### config.mk
export PLATFORM = sky130hd
export DESIGN_NAME = datapath_ctrl
export DESIGN_NICKNAME = d
export VERILOG_FILES = /design/src/rtl/datapath_ctrl.sv
export SDC_FILE = /design/constraint.sdc
export NUM_CORES = 1
export LEC_CHECK = 0
export CAP_MARGIN = 20
export CORE_AREA = 2 2 80 101
export DETAILED_ROUTE_END_ITERATION = 10
export DIE_AREA = 0 0 82 103
export MAX_ROUTING_LAYER = met4
export PLACE_DENSITY = 0.82
export SYNTH_ARGS = -nofsm -noshare
export SYNTH_HDL_FRONTEND = slang
export SYNTH_SLANG_ARGS = --single-unit
export TNS_END_PERCENT = 100
### constraint.sdc
create_clock -name clk -period 3.7 [get_ports clk]
set_input_delay 0.74 -clock clk [delete_from_list [all_inputs] [get_ports clk]]
set_output_delay 0.74 -clock clk [all_outputs]
set_load 0.01 [all_outputs]
### src/rtl/datapath_ctrl.sv
// Instruction sequencer for the register-file/ALU datapath: decodes one instruction,
// then walks fetch/execute/writeback with one enable per phase and a done pulse.
module datapath_ctrl #(
   parameter int DataSize = 32,
   parameter int AddrSize = 5
) (
   input  logic                clk,
   input  logic                rst,
   input  logic [DataSize-1:0] inst,
   input  logic                inst_valid,
   output logic                inst_ready,
   input  logic                alu_overflow,
   input  logic                ovf_clear,
   output logic [AddrSize-1:0] read_address1,
   output logic [AddrSize-1:0] read_address2,
   output logic [AddrSize-1:0] write_address,
   output logic                enable_fetch,
   output logic                enable_execute,
   output logic                enable_writeback,
   output logic [4:0]          imm_5bit,
   output logic [14:0]         imm_15bit,
   output logic [19:0]         imm_20bit,
   output logic [1:0]          mux4to1_select,
   output logic                imm_reg_select,
   output logic                mux2to1_select,
   output logic [5:0]          opcode,
   output logic [4:0]          sub_opcode,
   output logic                busy,
   output logic                done,
   output logic                illegal,
   output logic                ovf_sticky
);

   localparam logic [5:0] OP_ALU1 = 6'b100000;
   localparam logic [5:0] OP_ADDI = 6'b101000;
   localparam logic [5:0] OP_ORI  = 6'b101100;
   localparam logic [5:0] OP_XORI = 6'b101011;
   localparam logic [5:0] OP_MOVI = 6'b100010;

   typedef struct packed {
      logic [AddrSize-1:0] ra;
      logic [AddrSize-1:0] rb;
      logic [AddrSize-1:0] rt;
      logic [4:0]          imm5;
      logic [14:0]         imm15;
      logic [19:0]         imm20;
      logic [1:0]          mux4;
      logic                imm_sel;
      logic                mux2;
      logic [5:0]          op;
      logic [4:0]          sub;
      logic                movi;
      logic                bad;
   } dec_t;

   typedef enum logic [2:0] {IDLE, FETCH, EXEC, WB, FIN} state_t;

   state_t state, state_nxt;
   dec_t   dec, dec_q;
   logic   legal;
   logic   accept;

   // Fields an instruction does not use stay 0; an illegal word decodes to all zeros.
   always_comb begin
      dec   = '0;
      legal = 1'b1;
      case (inst[30:25])
         OP_ALU1: begin
            dec.sub = inst[4:0];
            dec.ra  = inst[19:15];
            if (inst[4:0] == 5'b01000 || inst[4:0] == 5'b01001 || inst[4:0] == 5'b01011) begin
               dec.imm_sel = 1'b1;
               dec.imm5    = inst[14:10];
            end else begin
               dec.rb = inst[14:10];
            end
         end
         OP_ADDI: begin
            dec.ra      = inst[19:15];
            dec.mux4    = 2'b01;
            dec.imm15   = inst[14:0];
            dec.imm_sel = 1'b1;
         end
         OP_ORI, OP_XORI: begin
            dec.ra      = inst[19:15];
            dec.mux4    = 2'b10;
            dec.imm15   = inst[14:0];
            dec.imm_sel = 1'b1;
         end
         OP_MOVI: begin
            dec.mux4    = 2'b11;
            dec.imm20   = inst[19:0];
            dec.imm_sel = 1'b1;
            dec.mux2    = 1'b1;
            dec.movi    = 1'b1;
         end
         default: legal = 1'b0;
      endcase
      if (inst[31]) legal = 1'b0;
      if (legal) begin
         dec.op = inst[30:25];
         dec.rt = inst[24:20];
      end else begin
         dec     = '0;
         dec.bad = 1'b1;
      end
   end

   assign accept = (state == IDLE) && inst_valid;

   always_ff @(posedge clk or negedge rst) begin
      if (!rst) begin
         state <= IDLE;
         dec_q <= '0;
      end else begin
         state <= state_nxt;
         if (accept) dec_q <= dec;
      end
   end

   always_comb begin
      state_nxt        = state;
      inst_ready       = 1'b0;
      enable_fetch     = 1'b0;
      enable_execute   = 1'b0;
      enable_writeback = 1'b0;
      done             = 1'b0;
      illegal          = 1'b0;
      case (state)
         IDLE: begin
            inst_ready = 1'b1;
            if (inst_valid) state_nxt = dec.bad ? FIN : FETCH;
         end
         FETCH: begin
            enable_fetch = 1'b1;
            state_nxt    = dec_q.movi ? WB : EXEC;
         end
         EXEC: begin
            enable_execute = 1'b1;
            state_nxt      = WB;
         end
         WB: begin
            enable_writeback = 1'b1;
            state_nxt        = FIN;
         end
         FIN: begin
            done      = 1'b1;
            illegal   = dec_q.bad;
            state_nxt = IDLE;
         end
         default: state_nxt = IDLE;
      endcase
   end

   // Clear wins over a same-cycle overflow; MOVI never touches the ALU flag.
   always_ff @(posedge clk or negedge rst) begin
      if (!rst)
         ovf_sticky <= 1'b0;
      else if (ovf_clear)
         ovf_sticky <= 1'b0;
      else if (state == WB && !dec_q.movi && alu_overflow)
         ovf_sticky <= 1'b1;
   end

   assign busy           = (state != IDLE);
   assign read_address1  = dec_q.ra;
   assign read_address2  = dec_q.rb;
   assign write_address  = dec_q.rt;
   assign imm_5bit       = dec_q.imm5;
   assign imm_15bit      = dec_q.imm15;
   assign imm_20bit      = dec_q.imm20;
   assign mux4to1_select = dec_q.mux4;
   assign imm_reg_select = dec_q.imm_sel;
   assign mux2to1_select = dec_q.mux2;
   assign opcode         = dec_q.op;
   assign sub_opcode     = dec_q.sub;

endmodule

### Yosys cells after proc, flatten, opt, wreduce, memory -nomap -nowiden

Cells that the tools add are included.

* bits in registers: 76
* word-level logic and storage cells: 73
* output and inout port bits: 78

* reductions and logical operators: 14
* equal/unequal tests: 13
* multiplexer cells: 31

Operators by type and width (count)
* 44-bit 2-to-1 mux: 1
* 5-bit 2-to-1 mux: 7
* 6-bit equality test (second input constant): 5
* 20-bit 2-to-1 mux: 1
* 5-bit by 4-bit equality test with 1-bit output (second input constant): 3
* 15-bit 2-to-1 mux: 1
* 1-bit 2-to-1 mux: 13
* 3-bit one-hot mux with 4 select lines: 1
* 10-bit 2-to-1 mux: 1
* 4-bit OR reduction: 2
* 7-bit 2-to-1 mux: 1
* 3-bit by 2-bit equality test with 1-bit output (second input constant): 2
* 3-bit 2-to-1 mux: 2
* 6-bit 2-to-1 mux: 1
* 2-bit one-hot mux with 3 select lines: 1
* 5-bit OR reduction: 1
* 3-bit by 1-bit equality test with 1-bit output (second input constant): 1
* 3-bit equality test (second input constant): 1
* 1-bit logical AND: 3
* 3-bit zero test: 1
* 3-bit nonzero test: 1
* 3-bit OR reduction: 1
* 1-bit logical OR: 2
* 2-bit inequality test (second input constant): 1
* 4 further kinds: 4

### Depth between registers and ports, before layout

Gate-level depths: netlist of the first run.

* word-level depth: 8
* gate-level depth with buffers: 8
* gate-level depth less buffers: 5

### Worst setup path before layout of the first run

OpenSTA, ideal clock, no wires.

* kind: input to register
* start: input inst[28]
* end: register dec_q[0] in the netlist's numbering
* path slack: 1.711 ns
* arrival: 1.864 ns
* stages: 6
* data required time: 3.575 ns
* buffers on the path: 2
* setup time: 0.125 ns
* cells stage by stage: buf_4 -> and4b_1 -> a21oi_1 -> or3_1 -> buf_2 -> mux2_2

* longest elaborated chain between the ends: 5
* elaborated cells between the ends (all ways): 9
* classes of those cells: 5 x eq/ne; 3 x mux; 1 x reduce/logical

Ends and longest elaborated chain
* from (decl): line 9 `input logic [DataSize-1:0] inst,`
* 6-bit equality test: line 67 `case (inst[30:25])`
* 5-bit OR reduction (no line) (*)
* 1-bit 2-to-1 mux (*): line 67
* 1-bit 2-to-1 mux (*): line 99 `if (inst[31]) legal = 1'b0;`
* 7-bit 2-to-1 mux (*): line 100 `if (legal) begin`
* to (signal assigned): line 114 `dec_q <= '0;`
* to (signal assigned): line 117 `if (accept) dec_q <= dec;`
* to (decl): line 59 `dec_t dec, dec_q;`

Mark *: on every way between the ends. The rest lies on a longest branch, timed or not.
A chain may end at the register's enable or synchronous reset.

### Final worst setup path of the first run

Ends and elaborated chain as after synthesis.

==> reports/metrics.csv, run 1 <==
metric,value,unit
Num CTS Buffers,9,
Crit. End Element,flip-flop,
Core Footprint,7567,sq um
Worst Tran Pin Value,0.9381,ns
largest cells by area after synthesis,"dfrtp_1 (52%), buf_4 (14%), nand2_1 (9.5%)",
post-CTS sizing,0,
placer congestion estimate,0.9391,
boundary pin count,115,
Die Height,103,microns
Synth Instances,382,
max cap viols,0,
share of cells above drive strength 1,0.07963,
kind of critical path,primary input to flip-flop,
flop-to-flop setup slack,1.67,ns
Cell Rows,36,
Finished Layout Cells,522,
VDD IR max,0.7858,mV
max-slew violations,0,
clock slew seen by the registers of the worst setup and hold paths,0.07,ns
sequential area share after synthesis,0.5155,
type of origin of the critical path,primary input,
"Period Utilization, post-route",0.7058,
grt ovf,0,
DRC violations left,0,
fin nets,460,
synthesized area,3641,sq um
Pre-antenna DRT Iters,4,
Yosys warnings,0,
Starting Density,0.4812,
DR WL/cell,15.05,microns
die area,8446,sq um
Hold Path Class,flip-flop to flip-flop,
CTS tree,built,
CTS Buffer Depth,2,
Tot Pwr,0.002009,W
port bufs,114,
async set or reset register ratio after synthesis,1.000,
Final Util,0.5947,
Slew HR,0.3746,
Antenna diodes,0,
die width,82,microns
post-layout min period,2.611,ns
Synthesized Nets,419,
status,"complete, no violations",
CP arrival,2.84,ns
number of synthesized register bits,75,
antenna violations before repair,0,
CTS sink count,75,
unrepaired setup endpoints after global routing,false,
CTS Root Cell,clkbuf_8,
Critical Path RT,3.93,ns
Post-CTS Setup Repair Bufs,0,
P_leak,1.901,nW
mean area per synthesized cell,9.531,sq um
vias per inst,5.065,
Achievable Freq,382.9,MHz
routed wire length,7.856,mm
Synth top area share,0.5155,
placed insts,507,
first-pass GRT wire length,12.65,mm
synth unique cells,38,
pin count of the biggest net entering global routing,77,
number of flops mapped to enable cells by yosys,0,
"Hold-fix buffers, CTS",0,
Iter 0 DRT Violations,220,
CP Max Fanout,15,
H-tree depth,3,
DR vias,2644,
DP HPWL,5.532,mm
final-report hold violation count,0,
vias in the first global route,2543,
largest area contributor in the synthesized netlist,dfrtp_1,
area grow syn2layout,23.61,%
Final setup violation count,0,
PwrDens,446.3,nW/um^2
Final TNS setup,0,ns
Main synth FF type,dfrtp_1,
"antenna viol nets, final",0,
worst clock skew,0.006982,ns
Total GRT Usage,0.2045,
clock latency on the worst-skew pair,0.34,ns
[sequential cells by signal (all words and copies together), names as in the netlist, 2 cells and up]
signal / cells
sub_opcode: 5
imm_20bit: 20
write_address: 5
read_address1: 5
mux4to1_select: 2
opcode: 6
read_address2: 5
imm_15bit: 15
state: 3
imm_5bit: 5
[synthesized netlist by cell type (2+ instances only)]
| cell type | number |
|---|---|
| o21ai_1 | 2 |
| o31ai_1 | 8 |
| dfrtp_1 | 75 |
| nor4b_1 | 3 |
| a21o_1 | 2 |
| o21ai_2 | 10 |
| nand2b_1 | 5 |
| buf_2 | 9 |
| o21ai_0 | 44 |
| or3_1 | 2 |
| clkbuf_1 | 7 |
| buf_4 | 70 |
| nor2b_1 | 3 |
| a21oi_1 | 4 |
| nand2_1 | 92 |
| nor2_1 | 6 |
| nand3_1 | 11 |
| inv_1 | 5 |
| a32o_1 | 5 |
[cells in the final DEF (no fill, tap or decap), drive strengths merged]
cell,n
a31oi,1
nand4,1
a32o,5
nor4b,5
and2,1
inv,5
o31ai,8
nor2b,3
o22ai,1
a21o,2
clkbuf,10
or2,1
clkdlybuf4s50,113
nand2,92
mux2i,1
mux2,1
bufinv,1
or3,2
o21ai,56
xor2,1
and4b,1
nand3,11
and3b,1
nor2,6
buf,5
and3,1
clkinv,2
nor3b,1
dfrtp,75
a211o,1
o41ai,1
clkinvlp,2
nand2b,5
o211ai,1
a21oi,4
[layout make-up]
cell class	instances	area (sq um)
sequential	75	1877
fill	664	3067
tap	95	118.9
multi-input combinational	214	1135
clock inverter	5	55.05
inverter	5	18.77
clock buffer	10	127.6
timing repair buffer	118	1169
[critical path, cell delays in order]
cell and delay (ns):
clkdlybuf4s50_1 0.68, and4b_1 0.33, a21oi_1 0.08, or3_1 0.62, mux2_2 0.39
[through the flow]
stage	instance area, sq um	worst slack, ns	hold slack [ns]
3_5_place_dp	4318	0.7354	0.4651
5_1_grt	4501	0.8357	0.5095
4_1_cts	4501	1.089	0.4865
3_3_place_gp	4318	0.7814	0.4606
2_1_floorplan	3641	1.711	0.4444
6_report	4501	1.089	0.4789
[metal layers]
layer | vias up | wire length (microns) | GRT usage
met3 | 4 | 517 | 0.04116
met4 | 0 | 62 | 0.06923
met1 | 1260 | 3321 | 0.2705
met2 | 94 | 3955 | 0.3152
met5 | - | 0 | -
li1 | 1286 | - | -
[kinds of logic after synthesis]
kind of cell	share of synthesized area
simple gates	0.1653
mux	0.005842
buf+inv	0.1735
compound gates	0.1375
flops	0.5155
xor+xnor	0.002406
[final timing paths]
kind,startpoint,end,cells after the start
worst max-delay path,inst[28],dec_q[0],5
worst min register to register,imm_15bit[10],imm_15bit[10],2
max in group asynchronous,rst,mux2to1_select,1
worst max register to register,state[1],imm_20bit[5],3
worst min-delay path,imm_15bit[10],imm_15bit[10],2
min in group asynchronous,rst,imm_20bit[10],1
[power by group]
part	leakage [nW]	internal [W]	switching (W)
registers	1.04	0.000858	0.0000445
clock network	0.0881	0.000305	0.000288
logic	0.774	0.000215	0.000297
No activity file was read; power rests on OpenSTA's default activity.
==> run 2: changes to the inputs <==
--- a/config.mk
+++ b/config.mk
@@ -6,11 +6,11 @@
 export NUM_CORES = 1
 export LEC_CHECK = 0
 export CAP_MARGIN = 20
-export CORE_AREA = 2 2 80 101
+export CORE_AREA = 2 2 87 110
 export DETAILED_ROUTE_END_ITERATION = 10
-export DIE_AREA = 0 0 82 103
+export DIE_AREA = 0 0 89 112
 export MAX_ROUTING_LAYER = met4
-export PLACE_DENSITY = 0.82
+export PLACE_DENSITY = 0.74
 export SYNTH_ARGS = -nofsm -noshare
 export SYNTH_HDL_FRONTEND = slang
 export SYNTH_SLANG_ARGS = --single-unit
==> constraint.sdc (replaced) <==
create_clock -name clk -period 2.3 [get_ports clk]
set_input_delay 0.46 -clock clk [delete_from_list [all_inputs] [get_ports clk]]
set_output_delay 0.46 -clock clk [all_outputs]
set_load 0.01 [all_outputs]
==> reports/metrics.csv, run 2 (synthesis gave the netlist of run 1 again) <==
metric,value,unit,change
status,"complete, no violations",,
Crit. End Element,output pin,,
CP Buf/Inv Count,1,,unchanged
DP HPWL,5.953,mm,+7.6%
CTS Buffer Depth,2,,unchanged
Slew HR,0.3696,,-0.005024
Post-CTS Setup Repair Bufs,0,,unchanged
area grow syn2layout,30.34,%,
crit path cell chain,nor3b_1 -> and2_1 -> clkdlybuf4s50_1,,
unrepaired setup endpoints after global routing,false,,
antenna violations before repair,0,,unchanged
die width,89,microns,+8.5%
Num CTS Buffers,9,,unchanged
CP arrival,1.72,ns,-1.12 ns
clock slew seen by the registers of the worst setup and hold paths,0.06,ns,about the same
max-slew violations,0,,unchanged
Hold Path Class,primary input to asynchronous set/reset pin,,
area of the multi-input gates,1135,sq um,unchanged
Cell Rows,39,,+8.3%
grt ovf,0,,unchanged
post-layout min period,2.178,ns,
port bufs,114,,unchanged
vias per inst,4.836,,-4.5%
"commonest non-fill, non-tap cell in the layout",clkdlybuf4s50_1,,
RR Startpoint,state[1],,
final-report hold violation count,0,,unchanged
Core Footprint,8979,sq um,+19%
Achievable Freq,459.2,MHz,
Critical Path RT,1.84,ns,-2.09 ns
CP max-delay cell,clkdlybuf4s50_1,,
"Hold-fix buffers, CTS",0,,unchanged
clock latency on the worst-skew pair,0.32,ns,-0.02 ns
kind of critical path,flip-flop to output pin,,
CTS tree,built,,
boundary pin count,115,,unchanged
die area,9968,sq um,+18%
CTS Root Cell,clkbuf_16,,
P_leak,2.016,nW,+6.1%
worst clock skew,0.005927,ns,-0.001055 ns
CP Max Fanout,9,,-6
pin count of the biggest net entering global routing,76,,-1.3%
Final TNS setup,0,ns,unchanged
"commonest non-fill, non-tap cells in the layout","clkdlybuf4s50_1 (112), nand2_1 (91), dfrtp_1 (72)",,
Tot Pwr,0.003658,W,+82%
"CP delay by family, top",buffers and inverters,,
post-CTS sizing,0,,unchanged
PwrDens,770.8,nW/um^2,+73%
CP Launch Point,state[2],,
VDD IR max,0.5592,mV,-29%
DR vias,2718,,+2.8%
Pre-antenna DRT Iters,4,,unchanged
type of origin of the critical path,flip-flop,,
Iter 0 DRT Violations,151,,-31%
Max stage delay on crit path,0.53,ns,-0.15 ns
DRC violations left,0,,unchanged
Fillers,854,,+29%
share of cells above drive strength 1,0.1116,,+0.03199
vias in the first global route,2675,,+5.2%
max cap viols,0,,unchanged
first-pass GRT wire length,13.25,mm,+4.8%
Total GRT Usage,0.1768,,-0.02773
Antenna diodes,0,,unchanged
Final setup violation count,0,,unchanged
"Period Utilization, post-route",0.9469,,
max reg flops,20,,unchanged
Register Area,1881,sq um,+0.20%
H-tree depth,3,,unchanged
fin nets,472,,+2.6%
Starting Density,0.4055,,-0.07563
placer congestion estimate,0.8435,,-10%
Die Height,112,microns,+8.7%
"antenna viol nets, final",0,,unchanged
routed wire length,8.200,mm,+4.4%
DR WL/cell,14.59,microns,-3.1%
Worst Tran Pin Value,0.9457,ns,+0.007536 ns
CTS sink count,75,,unchanged
-- run 2: cell types whose count changed in the layout (fill, tap and decap cells not counted), sizes merged --
cell           previous run  this run
clkdlybuf4s50           113       112
dlymetal6s2s              0         1
buf                       5        17
-- run 2: power breakdown --
group	switching, W	internal [W]	total [W]	leakage [nW]
clock	0.000502	0.000829	0.00133	0.134
sequential	0.0000694	0.00139	0.00146	1.03
combinational	0.000490	0.000379	0.000869	0.848
-- run 2: final cells by class --
class,count,area share
clock buffer,10,0.04825
clock inverter,5,0.01160
inverter,5,0.003955
multi-input combinational,214,0.2391
sequential,75,0.3963
tap,123,0.03243
timing repair buffer,130,0.2684
-- run 2: path summary, 6_finish.rpt --
kind / to / slack, ns / cells past startpoint
worst max-delay path: illegal / 0.12 / 3
worst min-delay path: opcode[4] / 0.27 / 1
worst max register to register: imm_15bit[7] / 0.47 / 5
worst min register to register: read_address2[0] / 0.47 / 2
max in group asynchronous: state[0] / 1.33 / 1
min in group clk: read_address2[0] / 0.47 / 2
-- run 2: metrics by stage --
step	setup slack [ns]	cell area, sq um	cells	hold WS (ns)	util
floorplan	0.5912	3641	382	0.1644	-
global placement	0.1073	4456	547	0.4624	0.4962
detailed placement	0.03269	4456	547	0.4698	0.4962
CTS	0.007609	4740	562	0.3110	0.5279
global route	0.01280	4746	562	0.3631	0.5286
finish	0.1221	4746	562	0.2743	0.5286
-- run 2: layer usage --
layer  vias up  global-route usage  share of wire
li1       1314                   -              -
met1      1307              0.2212           0.43
met2        90              0.2801           0.51
met3         7             0.04818          0.045
met4         0             0.05075          0.013
met5         -                   -              0
-- run 2: worst reg2reg max path, stage by stage, from the launching register on --
cell and delay [ns]:
dfrtp_2 0.44, or3_1 0.40, inv_1 0.09, nand2_2 0.21, buf_12 0.28, o31ai_1 0.31
==> run 3: changes to the inputs <==
--- a/config.mk
+++ b/config.mk
@@ -6,11 +6,13 @@
 export NUM_CORES = 1
 export LEC_CHECK = 0
 export CAP_MARGIN = 20
-export CORE_AREA = 2 2 87 110
+export CELL_PAD_IN_SITES_DETAIL_PLACEMENT = 0
+export CELL_PAD_IN_SITES_GLOBAL_PLACEMENT = 2
+export CORE_AREA = 2 2 111 140
 export DETAILED_ROUTE_END_ITERATION = 10
-export DIE_AREA = 0 0 89 112
+export DIE_AREA = 0 0 113 142
 export MAX_ROUTING_LAYER = met4
-export PLACE_DENSITY = 0.74
+export PLACE_DENSITY = 0.75
 export SYNTH_ARGS = -nofsm -noshare
 export SYNTH_HDL_FRONTEND = slang
 export SYNTH_SLANG_ARGS = --single-unit
==> reports/metrics.csv, run 3 (synthesis gave the netlist of run 1 again) <==
metric,value,unit,change
status,"finished, violations left",,
failing checks,design-rule violations,,
worst clock skew,0.005424,ns,-0.0005032 ns
slack of the critical path,0.1488,ns,+0.02668 ns
DR vias,2719,,+0.037%
H-tree depth,3,,unchanged
DR WL/cell,15.05,microns,+3.1%
P_leak,2.086,nW,+3.5%
Final TNS setup,0,ns,unchanged
Tot Pwr,0.004125,W,+13%
Die Height,142,microns,+27%
kind of critical path,flip-flop to output pin,,
routed wire length,9.376,mm,+14%
die width,113,microns,+27%
final-report hold violation count,0,,unchanged
max reg flops,20,,unchanged
placed insts,607,,+11%
Worst Tran Pin Value,0.4954,ns,-0.4502 ns
max cap viols,0,,unchanged
max-slew violations,0,,unchanged
DRC violations left,5,,+5
grt ovf,0,,unchanged
"commonest non-fill, non-tap cell in the layout",clkdlybuf4s50_1,,
M1 WL,4.011,mm,+13%
Crit. End Element,output pin,,
share of cells above drive strength 1,0.1179,,+0.006297
PwrDens,831.3,nW/um^2,+7.8%
area grow syn2layout,36.29,%,
CTS tree,built,,
CP arrival,1.69,ns,-0.03 ns
CP max-delay cell,clkdlybuf4s50_1,,
DR top layer,met4,,
unrepaired setup endpoints after global routing,false,,
Cell Rows,50,,+28%
Final setup violation count,0,,unchanged
antenna violations before repair,0,,unchanged
post-layout min period,2.151,ns,-0.02668 ns
CTS Root Cell,clkbuf_16,,
clock latency on the worst-skew pair,0.33,ns,about the same
vias per inst,4.364,,-9.8%
"Hold-fix buffers, CTS",0,,unchanged
Pre-antenna DRT Iters,7,,+3
flop-to-flop setup slack,0.63,ns,+0.16 ns
Hold Path Class,primary input to asynchronous set/reset pin,,
Slew HR,0.6694,,+0.2998
Placement Setup Slack,0.05658,ns,+0.02389 ns
Total GRT Usage,0.1295,,-0.04723
VDD IR max,0.8416,mV,+51%
worst hold slack,0.05261,ns,-0.2217 ns
clock slew seen by the registers of the worst setup and hold paths,0.06,ns,about the same
r2r worst-path depth,5,,unchanged
boundary pin count,115,,unchanged
Num CTS Buffers,9,,unchanged
CTS Buffer Depth,2,,unchanged
first-pass GRT wire length,15.61,mm,+18%
Achievable Freq,464.9,MHz,+1.2%
pin count of the biggest net entering global routing,77,,+1.3%
placer congestion estimate,0.8022,,-4.9%
CTS sink count,75,,unchanged
Max stage delay on crit path,0.53,ns,about the same
type of origin of the critical path,flip-flop,,
Iter 0 DRT Violations,116,,-23%
CP Max Fanout,9,,unchanged
port bufs,114,,unchanged
RR Startpoint,state[1],,
"commonest non-fill, non-tap cells in the layout","clkdlybuf4s50_1 (112), nand2_1 (91), dfrtp_1 (72)",,
Antenna diodes,0,,unchanged
Starting Density,0.2466,,-0.1589
WL met3,504,microns,+35%
"antenna viol nets, final",0,,unchanged
crit path cell chain,nor3b_2 -> and2_1 -> clkdlybuf4s50_1,,
DP HPWL,6.874,mm,+15%
vias in the first global route,2904,,+8.6%
die area,16050,sq um,+61%
"Period Utilization, post-route",0.9353,,-0.01160
Critical Path RT,1.84,ns,about the same
Reg-to-Reg End,imm_15bit[8],,
met2 routed WL,4.731,mm,+14%
fin nets,473,,+0.21%
Finished Layout Cells,623,,+11%
Core Footprint,14760,sq um,+64%
run 3: changes by cell type in the layout (fill, tap and decap cells not counted), sizes merged:
| cell | delta |
|---|---|
| bufinv | +3 |
| clkbuf | +2 |
| clkinvlp | -2 |
| buf | +1 |
| clkinv | -2 |
run 3: final cells by class:
| type | count | area [sq um] |
|---|---|---|
| inverters | 5 | 18.77 |
| repair buffers | 131 | 1319 |
| clock buffers | 12 | 256.5 |
| fillers | 1512 | 9802 |
| clock inverters | 4 | 120.1 |
| well taps | 182 | 227.7 |
| flip-flops and latches | 75 | 1881 |
| multi-input cells | 214 | 1140 |
run 3: worst max-delay path: cells and delay by family (launching register included):
family / cells / cell delay [ns]
DFF: 1 / 0.46
and+or+nand+nor: 2 / 0.37
buffers and inverters: 1 / 0.53
run 3: worst max path at each step:
stage / slack, ns / end / start
6_report: 0.15 / illegal / state[2]
5_1_grt: 0.06 / illegal / state[2]
4_1_cts: 0.003 / inst_ready / state[1]
3_5_place_dp: 0.06 / write_address[3] / inst[28]
3_3_place_gp: 0.09 / dec_q[0] / inst[28]
2_1_floorplan: 0.59 / dec_q[0] / inst[28]
run 3: where the power goes:
part	switching, W	internal, W
sequential	0.0000763	0.00139
combinational	0.000500	0.000396
clock	0.000536	0.00123
total	0.00111	0.00301
run 3: per-stage QoR:
step,instance area (sq um),utilization
final,4962,0.3361
after global routing,4962,0.3361
after CTS,4955,0.3356
after detailed placement,4574,0.3098
after global placement,4574,0.3098
after floorplan,3641,-
run 3: per-layer routing:
| layer | vias up | track usage |
|---|---|---|
| met2 | 77 | 0.2115 |
| met3 | 8 | 0.03663 |
| li1 | 1316 | - |
| met4 | 0 | 0.04878 |
| met5 | - | - |
| met1 | 1318 | 0.1521 |
run 3: repair_timing:
action                                  4_1_cts  5_1_grt
endpoints found under the setup margin        2        2
gates cloned                                  0        0
setup buffers                                 0        0
gates resized for setup                       3        2
